## config.mk

```make
export PLATFORM = sky130hd
export DESIGN_NAME = snn_img_ctrl
export DESIGN_NICKNAME = d
export VERILOG_FILES = /design/src/rtl/snn_img_ctrl.sv
export SDC_FILE = /design/constraint.sdc
export NUM_CORES = 1
export LEC_CHECK = 0
export BUFFER_PORTS_ARGS = -buffer_cell sky130_fd_sc_hd__buf_2
export CORE_MARGIN = 2
export CORE_UTILIZATION = 60
export DETAILED_ROUTE_END_ITERATION = 10
export PLACE_DENSITY = 0.76
export SETUP_SLACK_MARGIN = 0.2
export SLEW_MARGIN = 0
export SYNTH_ARGS = -nofsm -noshare
export SYNTH_HDL_FRONTEND = slang
export SYNTH_SLANG_ARGS = --single-unit
```

## constraint.sdc

```tcl
create_clock -name clk -period 3.4 [get_ports clk]
set_input_delay 0.17 -clock clk [delete_from_list [all_inputs] [get_ports clk]]
set_output_delay 0.17 -clock clk [all_outputs]
set_load 0.01 [all_outputs]
```

## src/rtl/snn_img_ctrl.sv

```systemverilog
// snn_img_ctrl: inference sequencer for the SNN digit classifier.
// It collects a packed binary image from the UART receiver into a pixel
// buffer and serves that buffer to the SNN core. It starts the core, waits
// for its classification, and hands an ASCII result byte to the UART
// transmitter.
//
// state  | meaning
// -------+--------------------------------------------------------------
// LOAD   | accepting image bytes from rx; busy low
// START  | one-cycle core_start pulse is being presented to the core
// WAIT   | core running; waiting for core_done to capture the digit
// SEND   | result captured; waiting for tx_busy low to request transmit
module snn_img_ctrl #(
  parameter int         NUM_BYTES  = 98,
  parameter int         NUM_PIXELS = 784,
  parameter logic [7:0] ASCII_BASE = 8'h30,
  parameter logic [7:0] BAD_CHAR   = 8'h3F
) (
  input  logic       clk,
  input  logic       rst_n,
  input  logic       rx_rdy,
  input  logic [7:0] rx_data,
  input  logic [9:0] core_addr,
  output logic       q_input,
  output logic       core_start,
  input  logic       core_done,
  input  logic [3:0] core_digit,
  input  logic       tx_busy,
  output logic       tx_start,
  output logic [7:0] tx_data,
  output logic [3:0] digit,
  output logic       result_valid,
  output logic       busy,
  output logic       ovr
);

  typedef enum logic [1:0] {S_LOAD, S_START, S_WAIT, S_SEND} state_t;

  localparam logic [6:0] LAST_BYTE = 7'(NUM_BYTES - 1);
  localparam logic [9:0] PIX_LIMIT = 10'(NUM_PIXELS);

  state_t                state;
  logic [6:0]            byte_cnt;
  logic [NUM_PIXELS-1:0] pix_buf;
  logic [9:0]            wr_base;
  logic [7:0]            result_char;
  logic                  load_wr;

  // Byte k lands on pixels 8k..8k+7, LSB first.
  assign wr_base = {byte_cnt, 3'b000};
  assign load_wr = (state == S_LOAD) && rx_rdy;

  // Out-of-range digits are reported as a distinct marker character.
  assign result_char = (core_digit <= 4'd9) ? (ASCII_BASE + {4'h0, core_digit}) : BAD_CHAR;

  // Pixel buffer write; contents persist until overwritten by the next image.
  always_ff @(posedge clk or negedge rst_n) begin
    if (!rst_n) begin
      pix_buf <= '0;
    end else if (load_wr) begin
      pix_buf[wr_base +: 8] <= rx_data;
    end
  end

  // Registered pixel read to match the core's one-cycle weight-ROM latency.
  always_ff @(posedge clk or negedge rst_n) begin
    if (!rst_n) begin
      q_input <= 1'b0;
    end else if (core_addr < PIX_LIMIT) begin
      q_input <= pix_buf[core_addr];
    end else begin
      q_input <= 1'b0;
    end
  end

  // Sequencer FSM with registered pulse and status outputs.
  always_ff @(posedge clk or negedge rst_n) begin
    if (!rst_n) begin
      state        <= S_LOAD;
      byte_cnt     <= '0;
      core_start   <= 1'b0;
      tx_start     <= 1'b0;
      tx_data      <= 8'h00;
      digit        <= 4'h0;
      result_valid <= 1'b0;
      busy         <= 1'b0;
      ovr          <= 1'b0;
    end else begin
      core_start <= 1'b0;
      tx_start   <= 1'b0;

      // Bytes arriving while an inference is in flight are dropped.
      if (rx_rdy && (state != S_LOAD)) begin
        ovr <= 1'b1;
      end

      case (state)
        S_LOAD: begin
          if (rx_rdy) begin
            if (byte_cnt == '0) begin
              result_valid <= 1'b0;
              ovr          <= 1'b0;
            end
            if (byte_cnt == LAST_BYTE) begin
              byte_cnt   <= '0;
              state      <= S_START;
              core_start <= 1'b1;
              busy       <= 1'b1;
            end else begin
              byte_cnt <= byte_cnt + 7'd1;
            end
          end
        end
        S_START: begin
          state <= S_WAIT;
        end
        S_WAIT: begin
          if (core_done) begin
            digit        <= core_digit;
            result_valid <= 1'b1;
            tx_data      <= result_char;
            state        <= S_SEND;
          end
        end
        S_SEND: begin
          if (!tx_busy) begin
            tx_start <= 1'b1;
            busy     <= 1'b0;
            state    <= S_LOAD;
          end
        end
        default: begin
          state <= S_LOAD;
          busy  <= 1'b0;
        end
      endcase
    end
  end

endmodule
```

==> tab_implementation.tex, run 1 <==
\begin{tabular}{lr}
\hline
Metric & Value \\
\hline
\multicolumn{2}{l}{\textbf{Clock network}} \\
\quad Number of H-tree levels & 3 \\
\quad Buffer depth of the longest clock path & 3 \\
\quad CTS root buffer & sky130\_fd\_sc\_hd\_\_clkbuf\_16 \\
\quad CTS sink count & 808 \\
\quad Clock tree from TritonCTS & done \\
\quad Number of clock buffers inserted by TritonCTS & 84 \\
\quad Clock slew at the register clock pins of the worst setup and hold paths & $\sim$0.06 ns \\
\quad Worst-skew pair later-pin latency & roughly 0.63 ns \\
\multicolumn{2}{l}{\textbf{Floorplan}} \\
\quad Number of standard-cell rows in the floorplan & a little over 90 \\
\quad Die boundary height & between 200 and 300 um \\
\quad Effective utilization at floorplan & 0.610 \\
\quad Core box area & $\sim$0.063 mm\^{}2 \\
\quad Die footprint & $\sim$0.066 mm\^{}2 \\
\quad Top-level port count & 45 \\
\quad Die width & 258 um \\
\multicolumn{2}{l}{\textbf{Setup path}} \\
\quad Reg-to-reg startpoint & byte\_cnt[0] \\
\quad Critical path launch point type & flop \\
\quad Crit path required time & about 3.9 ns \\
\quad Worst Reg2Reg Path Length in Cells & 8 \\
\quad CP max FO & 31 \\
\quad Worst setup EP type & flop \\
\quad Setup slack of the most critical reg-to-reg path & between 0.2 and 0.25 ns \\
\quad Arrival @ worst endpoint & around 3.7 ns \\
\quad Crit Path Class & reg2reg \\
\quad Reg2Reg Capture Point & pix\_buf[470] \\
\quad Startpoint of the most critical setup path & byte\_cnt[0] \\
\multicolumn{2}{l}{\textbf{Placement}} \\
\quad Final HPWL DP & about 70,000 um \\
\quad Routability congestion estimate from global placement & between 0.9 and 1 \\
\quad Number of buffers inserted by port buffering & 42 \\
\quad DP Cell Count & roughly 3,600 \\
\multicolumn{2}{l}{\textbf{Logic synthesis}} \\
\quad EDFF count, synth & 0 \\
\quad Avg Synthesized Cell Area & 14.2 um\^{}2 \\
\quad Sequential fraction of the synthesis area & 0.524 \\
\quad Netlist area before placement & 0.0386 mm\^{}2 \\
\quad Yosys warns & 0 \\
\quad Cell count after synthesis & approximately 2,700 \\
\quad Commonest register cell after synthesis & sky130\_fd\_sc\_hd\_\_dfrtp\_1 \\
\quad Async set-reset flop share out of synthesis & 1.00 \\
\quad Number of register bits inferred by synthesis & just over 800 \\
\quad Netlist cell types & 58 \\
\multicolumn{2}{l}{\textbf{Routing}} \\
\quad Detailed Route Iter0 Violations & about 2,400 \\
\quad Detailed-route vias per instance & between 6 and 7 \\
\quad DRC errors left & 0 \\
\quad Per-cell routed wire length & 27.9 um \\
\quad Post-DRT Antenna Nets & 0 \\
\quad Initial DRT Pass Iterations & 6 \\
\quad Post-detailed-routing wire length & roughly 100,000 um \\
\quad Number of vias after detailed routing & roughly 25,000 \\
\multicolumn{2}{l}{\textbf{Final layout}} \\
\quad Number of standard cells in the final layout excluding fillers & 3,746 \\
\quad Final nets & about 2,900 \\
\quad Share of cells above drive strength 1 & 0.463 \\
\quad Final design utilization & 0.690 \\
\quad Synthesis-to-finish area growth & 13.1\% \\
\multicolumn{2}{l}{\textbf{Hold path}} \\
\quad Number of instances on the worst hold path & 3 \\
\quad Min-delay src & rx\_data[0] \\
\quad Class of the tightest hold or removal check & in2reg \\
\quad Terminating pin of the worst hold path & pix\_buf[312] \\
\multicolumn{2}{l}{\textbf{Job}} \\
\quad Max-cap violations & 0 \\
\multicolumn{2}{l}{\textbf{GRT}} \\
\quad Maximum number of pins on one net before global-route repair & about 110 \\
\quad Via count of the first global-routing pass & about 27,000 \\
\quad Number of antenna violations at the first check in global routing & 0 \\
\quad Congestion Overflow GR & 0 \\
\quad Wire length of the first global-routing pass & roughly 160,000 um \\
\quad Global-route usage over all layers & 0.323 \\
\multicolumn{2}{l}{\textbf{Power and ir drop}} \\
\quad Leak Pwr & between 20 and 25 nW \\
\quad Maximum vdd ir drop & between 0.4 and 0.5 mV \\
\quad Power per cell area & 611 mW/mm\^{}2 \\
\multicolumn{2}{l}{\textbf{STA}} \\
\quad Tightest slew margin relative to the limit & 0.335 \\
\quad Maximum clock skew at final layout & approximately 0.025 ns \\
\quad Slew Limit Fails & 0 \\
\quad Part of the cycle the worst path needs & 0.928 \\
\quad Setup-failing EPs final & 0 \\
\quad Final hold violations & 0 \\
\quad Setup total negative slack & 0 ns \\
\quad Worst Max-Slew Pin Slew & around 1 ns \\
\quad Period minus WS final & 3.16 ns \\
\quad RSZ-0062 raised after global routing & yes \\
\quad Highest clock rate & approximately 0.32 GHz \\
\multicolumn{2}{l}{\textbf{Status}} \\
\quad Outcome & completed \\
\hline
\end{tabular}
metrics by stage:
stage	total power (W)	instance area [um^2]	worst slack, ns	hold WS (ns)
finish	0.0267	43700	0.244	0.103
global route	0.0276	43700	0.0726	0.111
floorplan	0.0144	38600	0.601	-0.126
global placement	0.0168	40500	0.166	0.335
CTS	0.0265	43400	0.205	0.0648
detailed placement	0.0170	40500	0.181	0.342
Yosys cell counts (5+ instances only):
master | n | area [um^2]
sky130_fd_sc_hd__dfrtp_1 | 808 | 20200
sky130_fd_sc_hd__mux2_2 | 730 | 8220
sky130_fd_sc_hd__mux4_2 | 206 | 4640
sky130_fd_sc_hd__nor2_1 | 194 | 728
sky130_fd_sc_hd__nand2_1 | 120 | 450
sky130_fd_sc_hd__clkbuf_1 | 98 | 368
sky130_fd_sc_hd__and2_1 | 60 | 375
sky130_fd_sc_hd__nor2_2 | 53 | 332
sky130_fd_sc_hd__o21ai_0 | 53 | 265
sky130_fd_sc_hd__mux2i_1 | 39 | 390
sky130_fd_sc_hd__mux2_1 | 35 | 394
sky130_fd_sc_hd__nand3_1 | 32 | 160
sky130_fd_sc_hd__a21oi_1 | 27 | 135
sky130_fd_sc_hd__buf_2 | 27 | 135
sky130_fd_sc_hd__and3_1 | 21 | 131
sky130_fd_sc_hd__o41ai_1 | 17 | 149
sky130_fd_sc_hd__buf_1 | 16 | 60.1
sky130_fd_sc_hd__buf_4 | 14 | 105
sky130_fd_sc_hd__nor3_1 | 13 | 65.1
sky130_fd_sc_hd__o221ai_1 | 12 | 105
sky130_fd_sc_hd__nor2b_1 | 11 | 68.8
sky130_fd_sc_hd__inv_1 | 10 | 37.5
sky130_fd_sc_hd__nor2_4 | 10 | 113
sky130_fd_sc_hd__o22ai_1 | 10 | 62.6
sky130_fd_sc_hd__a211oi_1 | 9 | 67.6
sky130_fd_sc_hd__nand2b_1 | 9 | 56.3
sky130_fd_sc_hd__buf_6 | 8 | 90.1
sky130_fd_sc_hd__ha_1 | 8 | 100
sky130_fd_sc_hd__nand4_1 | 8 | 50.1
sky130_fd_sc_hd__a22oi_1 | 6 | 45.0
sky130_fd_sc_hd__xnor2_1 | 6 | 52.6
sky130_fd_sc_hd__a2111oi_0 | 5 | 43.8
worst max path at each step:
stage / end / slack, ns / cells after the start
4_1_cts: pix_buf[587] / 0.21 / 10
3_3_place_gp: q_input / 0.17 / 10
3_5_place_dp: q_input / 0.18 / 10
6_report: pix_buf[470] / 0.24 / 8
5_1_grt: pix_buf[465] / 0.07 / 8
2_1_floorplan: pix_buf[129] / 0.60 / 9
cells in the final DEF (no fill, tap or decap), drive strengths merged, types with 4 or more instances in the layout:
cell type	count
dfrtp	808
xnor2	6
nand2b	9
nand3	32
o21ai	53
a31oi	4
a21oi	28
nand4	8
clkbuf	121
ha	8
nor2b	11
mux4	206
o41ai	17
a22oi	6
and3	21
inv	11
dlygate4sd3	11
mux2	765
or2	5
o22ai	10
mux2i	39
nor4	5
xor2	4
o221ai	12
nand3b	4
nor3	16
bufinv	9
buf	180
nor2	257
nand2	120
and2	60
clkinv	15
a2111oi	6
a211oi	9
power breakdown:
part           switching (W)  leakage (nW)  internal [W]
logic                0.00431          7.93       0.00201
clock network        0.00381          1.40       0.00570
registers           0.000481          11.2        0.0104
final cells by class:
| cell class | count | area, um^2 |
|---|---|---|
| Antenna cell | 1 | 2.50 |
| Clock buffer | 120 | 2460 |
| Clock inverter | 27 | 380 |
| Fill cell | 4226 | 19600 |
| Inverter | 10 | 37.5 |
| Multi-Input combinational cell | 1742 | 17900 |
| Sequential cell | 808 | 20200 |
| Tap cell | 846 | 1060 |
| Timing Repair Buffer | 192 | 1650 |
sequential cells by signal, summed over array words and instances (netlist names):
name	cells
q_input	1
byte_cnt	7
busy	1
state	2
tx_data	5
core_start	1
result_valid	1
ovr	1
digit	4
tx_start	1
pix_buf	784
kinds of logic after synthesis:
group                      Yosys count  synth area share
buffers and inverters              173            0.0206
other                                1         0.0000972
AOI/OAI and AO/OA                  160            0.0272
adders and majority gates            8           0.00259
and+or+nand+nor                    552            0.0698
DFF                                808             0.524
muxes                             1010             0.354
xor gates and xnor gates            10           0.00227
metal layers:
metal  wire length [um]  share of wire  global-route usage  vias to the layer above
met5                  0              0                   0                        -
met4               4830          0.046               0.143                        0
met3               8860          0.085              0.0829                      288
met2              49700           0.47               0.505                     1108
met1              41300           0.39               0.433                    13266
li1                   -              -                   -                    10274
repair_timing:
item	CTS	global route
resized for setup	0	48
hold buffers	11	0
buffers inserted	0	1
hold endpoints to repair	101	0
endpoints found under the setup margin	0	528
critical path: stages, from the launching register on:
cell and delay, ns:
sky130_fd_sc_hd__dfrtp_1 0.51, sky130_fd_sc_hd__inv_1 0.19, sky130_fd_sc_hd__ha_1 0.29, sky130_fd_sc_hd__nor3b_2 0.33, sky130_fd_sc_hd__xor2_1 0.42, sky130_fd_sc_hd__nand3_2 0.10, sky130_fd_sc_hd__buf_4 0.34, sky130_fd_sc_hd__nor2_2 0.42
sky130_fd_sc_hd__mux2_2 0.39
Power figures use the tool's default switching activity.
==> inputs of run 2 (changes only) <==
--- a/config.mk
+++ b/config.mk
@@ -8,6 +8,7 @@
 export BUFFER_PORTS_ARGS = -buffer_cell sky130_fd_sc_hd__buf_2
 export CORE_MARGIN = 2
 export CORE_UTILIZATION = 60
+export CTS_BUF_LIST = sky130_fd_sc_hd__clkbuf_8
 export DETAILED_ROUTE_END_ITERATION = 10
 export PLACE_DENSITY = 0.76
 export SETUP_SLACK_MARGIN = 0.2
==> run 2 against run 1 <==
Effect of this change:
- setup slack better by 0.054 ns
- die area unchanged
- sequential power hardly changed
- clock power decreased by 6.2%
- cell area is 0.17% higher
- flip-flop and latch count did not move
- critical path type unchanged
==> tab_implementation.tex, run 2 (synthesis results as in run 1) <==
\begin{tabular}{lr}
\hline
Metric & Value \\
\hline
\multicolumn{2}{l}{\textbf{GRT}} \\
\quad Via count of the first global-routing pass & 27,145 \\
\quad Number of antenna violations at the first check in global routing & 3 \\
\quad Wire length of the first global-routing pass & 164,000 um \\
\quad Congestion Overflow GR & 0 \\
\quad Maximum number of pins on one net before global-route repair & between 100 and 150 \\
\quad Global-route usage over all layers & 0.327 \\
\multicolumn{2}{l}{\textbf{STA}} \\
\quad Setup total negative slack & 0 ns \\
\quad Slew Limit Fails & 0 \\
\quad Period minus WS final & just over 3 ns \\
\quad RSZ-0062 raised after global routing & yes \\
\quad Setup-failing EPs final & 0 \\
\quad Maximum clock skew at final layout & around 0.035 ns \\
\quad Final hold violations & 0 \\
\quad Highest clock rate & roughly 0.32 GHz \\
\quad Worst path setup slack after routing & 0.298 ns \\
\quad Tightest slew margin relative to the limit & 0.327 \\
\quad Worst Max-Slew Pin Slew & between 1 and 1.5 ns \\
\quad Part of the cycle the worst path needs & 0.912 \\
\multicolumn{2}{l}{\textbf{Placement}} \\
\quad DP Cell Count & about 3,600 \\
\quad Area of placed instances & $\sim$0.040 mm\^{}2 \\
\quad Dpl ws & 0.181 ns \\
\quad Routability congestion estimate from global placement & between 0.9 and 1 \\
\quad Number of buffers inserted by port buffering & 42 \\
\quad Final HPWL DP & roughly 71,000 um \\
\multicolumn{2}{l}{\textbf{Setup path}} \\
\quad Crit path required time & between 4 and 5 ns \\
\quad Worst setup EP type & flop \\
\quad Worst path cell trace & inv\_1 > ha\_1 > nand2\_1 > nor2\_1 > nand2\_1 > a21oi\_2 > nand3\_2 > buf\_4 > nor2\_2 > mux2\_2 \\
\quad Critical path's slowest cell & sky130\_fd\_sc\_hd\_\_dfrtp\_2 \\
\quad Crit-path leading delay family & simple AND/OR/NAND/NOR gates \\
\quad Reg-to-reg startpoint & byte\_cnt[0] \\
\quad Worst Path Buf+Inv & 2 \\
\quad Arrival @ worst endpoint & roughly 3.8 ns \\
\quad Setup slack of the most critical reg-to-reg path & 0.30 ns \\
\quad Crit Path Class & reg2reg \\
\quad Largest stage delay on the critical path & 0.49 ns \\
\quad CP max FO & 39 \\
\quad Cell mode on critical path & sky130\_fd\_sc\_hd\_\_nand2\_1 \\
\quad Reg2Reg Capture Point & pix\_buf[323] \\
\quad Critical path launch point type & flop \\
\quad Worst Reg2Reg Path Length in Cells & 10 \\
\multicolumn{2}{l}{\textbf{Final layout}} \\
\quad Final cell area excluding filler cells & about 0.044 mm\^{}2 \\
\quad Synthesis-to-finish area growth & 13.3\% \\
\quad Most common cell after layout, fill and taps aside & sky130\_fd\_sc\_hd\_\_dfrtp\_1 \\
\quad Number of flip-flops under the largest register name & 784 \\
\quad Final nets & about 2,900 \\
\quad Reg with most FFs & pix\_buf \\
\quad Number of standard cells in the final layout excluding fillers & about 3,900 \\
\quad Largest registers & pix\_buf: 784 flops, byte\_cnt: 7 flops, tx\_data: 5 flops \\
\quad Number of fill cells & approximately 4,200 \\
\quad Highest-count cells in the layout ignoring fill and taps & 807 x sky130\_fd\_sc\_hd\_\_dfrtp\_1, 730 x sky130\_fd\_sc\_hd\_\_mux2\_2, 206 x sky130\_fd\_sc\_hd\_\_mux4\_2 \\
\quad Share of cells above drive strength 1 & 0.473 \\
\multicolumn{2}{l}{\textbf{Power and ir drop}} \\
\quad Sequential power share & 0.416 \\
\quad Switching Share & 0.339 \\
\quad Power per cell area & around 600 mW/mm\^{}2 \\
\quad Pwr Total & approximately 0.026 W \\
\quad Maximum vdd ir drop & roughly 0.47 mV \\
\quad Psw & about 0.0089 W \\
\quad Clock network fraction of total power & 0.342 \\
\quad Internal Power & $\sim$0.017 W \\
\quad Leak Pwr & 20.8 nW \\
\quad Combinational share of power & 0.242 \\
\multicolumn{2}{l}{\textbf{Clock network}} \\
\quad Buffer count from post-CTS setup fixing & 0 \\
\quad CTS root buffer & sky130\_fd\_sc\_hd\_\_clkbuf\_8 \\
\quad Buffer depth of the longest clock path & 3 \\
\quad Clock tree from TritonCTS & done \\
\quad Clock slew at the register clock pins of the worst setup and hold paths & roughly 0.07 ns \\
\quad CTS sink count & between 800 and 900 \\
\quad Number of clock buffers inserted by TritonCTS & between 100 and 150 \\
\quad Number of H-tree levels & 4 \\
\quad Worst-skew pair later-pin latency & roughly 0.81 ns \\
\multicolumn{2}{l}{\textbf{Floorplan}} \\
\quad Core box area & between 0.06 and 0.07 mm\^{}2 \\
\quad Die width & roughly 260 um \\
\quad Die boundary height & 258 um \\
\quad Number of standard-cell rows in the floorplan & between 90 and 100 \\
\quad Top-level port count & 45 \\
\quad Die footprint & around 0.066 mm\^{}2 \\
\quad Effective utilization at floorplan & 0.610 \\
\multicolumn{2}{l}{\textbf{Hold path}} \\
\quad Class of the tightest hold or removal check & in2async \\
\multicolumn{2}{l}{\textbf{Status}} \\
\quad Outcome & completed \\
\multicolumn{2}{l}{\textbf{Routing}} \\
\quad Post-detailed-routing wire length & between 100,000 and 150,000 um \\
\quad DRC errors left & 0 \\
\quad Detailed Route Iter0 Violations & between 2,000 and 3,000 \\
\quad Number of vias after detailed routing & roughly 25,000 \\
\quad Initial DRT Pass Iterations & 6 \\
\quad Post-DRT Antenna Nets & 0 \\
\quad Detailed-route vias per instance & $\sim$6.6 \\
\quad Per-cell routed wire length & 27.4 um \\
\multicolumn{2}{l}{\textbf{Job}} \\
\quad Max-cap violations & 0 \\
\hline
\end{tabular}
## run 2: changes by cell type in the layout (fill, tap and decap cells not counted), moves of 4 or more
cell / change
sky130_fd_sc_hd__clkbuf_8: +158
sky130_fd_sc_hd__nor2_4: +8
sky130_fd_sc_hd__inv_1: +38
sky130_fd_sc_hd__bufinv_16: -6
sky130_fd_sc_hd__clkinvlp_4: +5
sky130_fd_sc_hd__nor2_2: -9
sky130_fd_sc_hd__clkbuf_1: -17
sky130_fd_sc_hd__clkinv_2: +4
sky130_fd_sc_hd__clkbuf_16: -87
sky130_fd_sc_hd__dlygate4sd3_1: +6
## run 2: area by class of cell
cell class	instances	area, um^2	area share
flip-flops and latches	808	20200	0.462
multi-input cells	1742	17900	0.409
clock buffers	174	2390	0.0547
repair buffers	197	1680	0.0385
well taps	846	1060	0.0242
clock inverters	71	439	0.0100
inverters	10	37.5	0.000858
diodes	2	5.00	0.000114
## run 2: metrics by stage
step                utilization  hold slack [ns]
floorplan                     -           -0.126
detailed placement        0.639            0.342
CTS                       0.687           0.0195
global route              0.691           0.0481
finish                    0.691           0.0766
global placement          0.639            0.335
## run 2: power groups by stage
stage / sequential [W] / clock [W] / combinational (W)
floorplan: 0.0108 / 0 / 0.00353
global placement: 0.0109 / 0 / 0.00585
detailed placement: 0.0110 / 0 / 0.00602
CTS: 0.0108 / 0.00903 / 0.00607
global route: 0.0109 / 0.00949 / 0.00667
finish: 0.0109 / 0.00892 / 0.00632
## run 2: how the worst max path moves through the flow
stage                             from            to  slack (ns)  cells past startpoint
after CTS                  byte_cnt[0]  pix_buf[535]        0.25                     11
after global placement    core_addr[0]       q_input        0.17                     10
final                      byte_cnt[0]  pix_buf[323]        0.30                     10
after floorplan            byte_cnt[0]  pix_buf[129]        0.60                      9
after detailed placement  core_addr[0]       q_input        0.18                     10
after global routing       byte_cnt[0]  pix_buf[274]        0.13                     10
## run 2: repair_timing
item | 4_1_cts | 5_1_grt
resized for setup | 1 | 55
setup endpoints to repair | 1 | 537
hold buffers | 17 | 0
cloned | 0 | 0
endpoints found under the hold margin | 119 | 0
pin swaps | 0 | 1
## run 2: per-layer routing
layer  track usage  up-vias  wire length, um
li1              -    10406                -
met1         0.436    13363            41800
met2         0.508     1183            50100
met3        0.0863      294             8900
met4         0.151        2             4440
met5             0        -               12
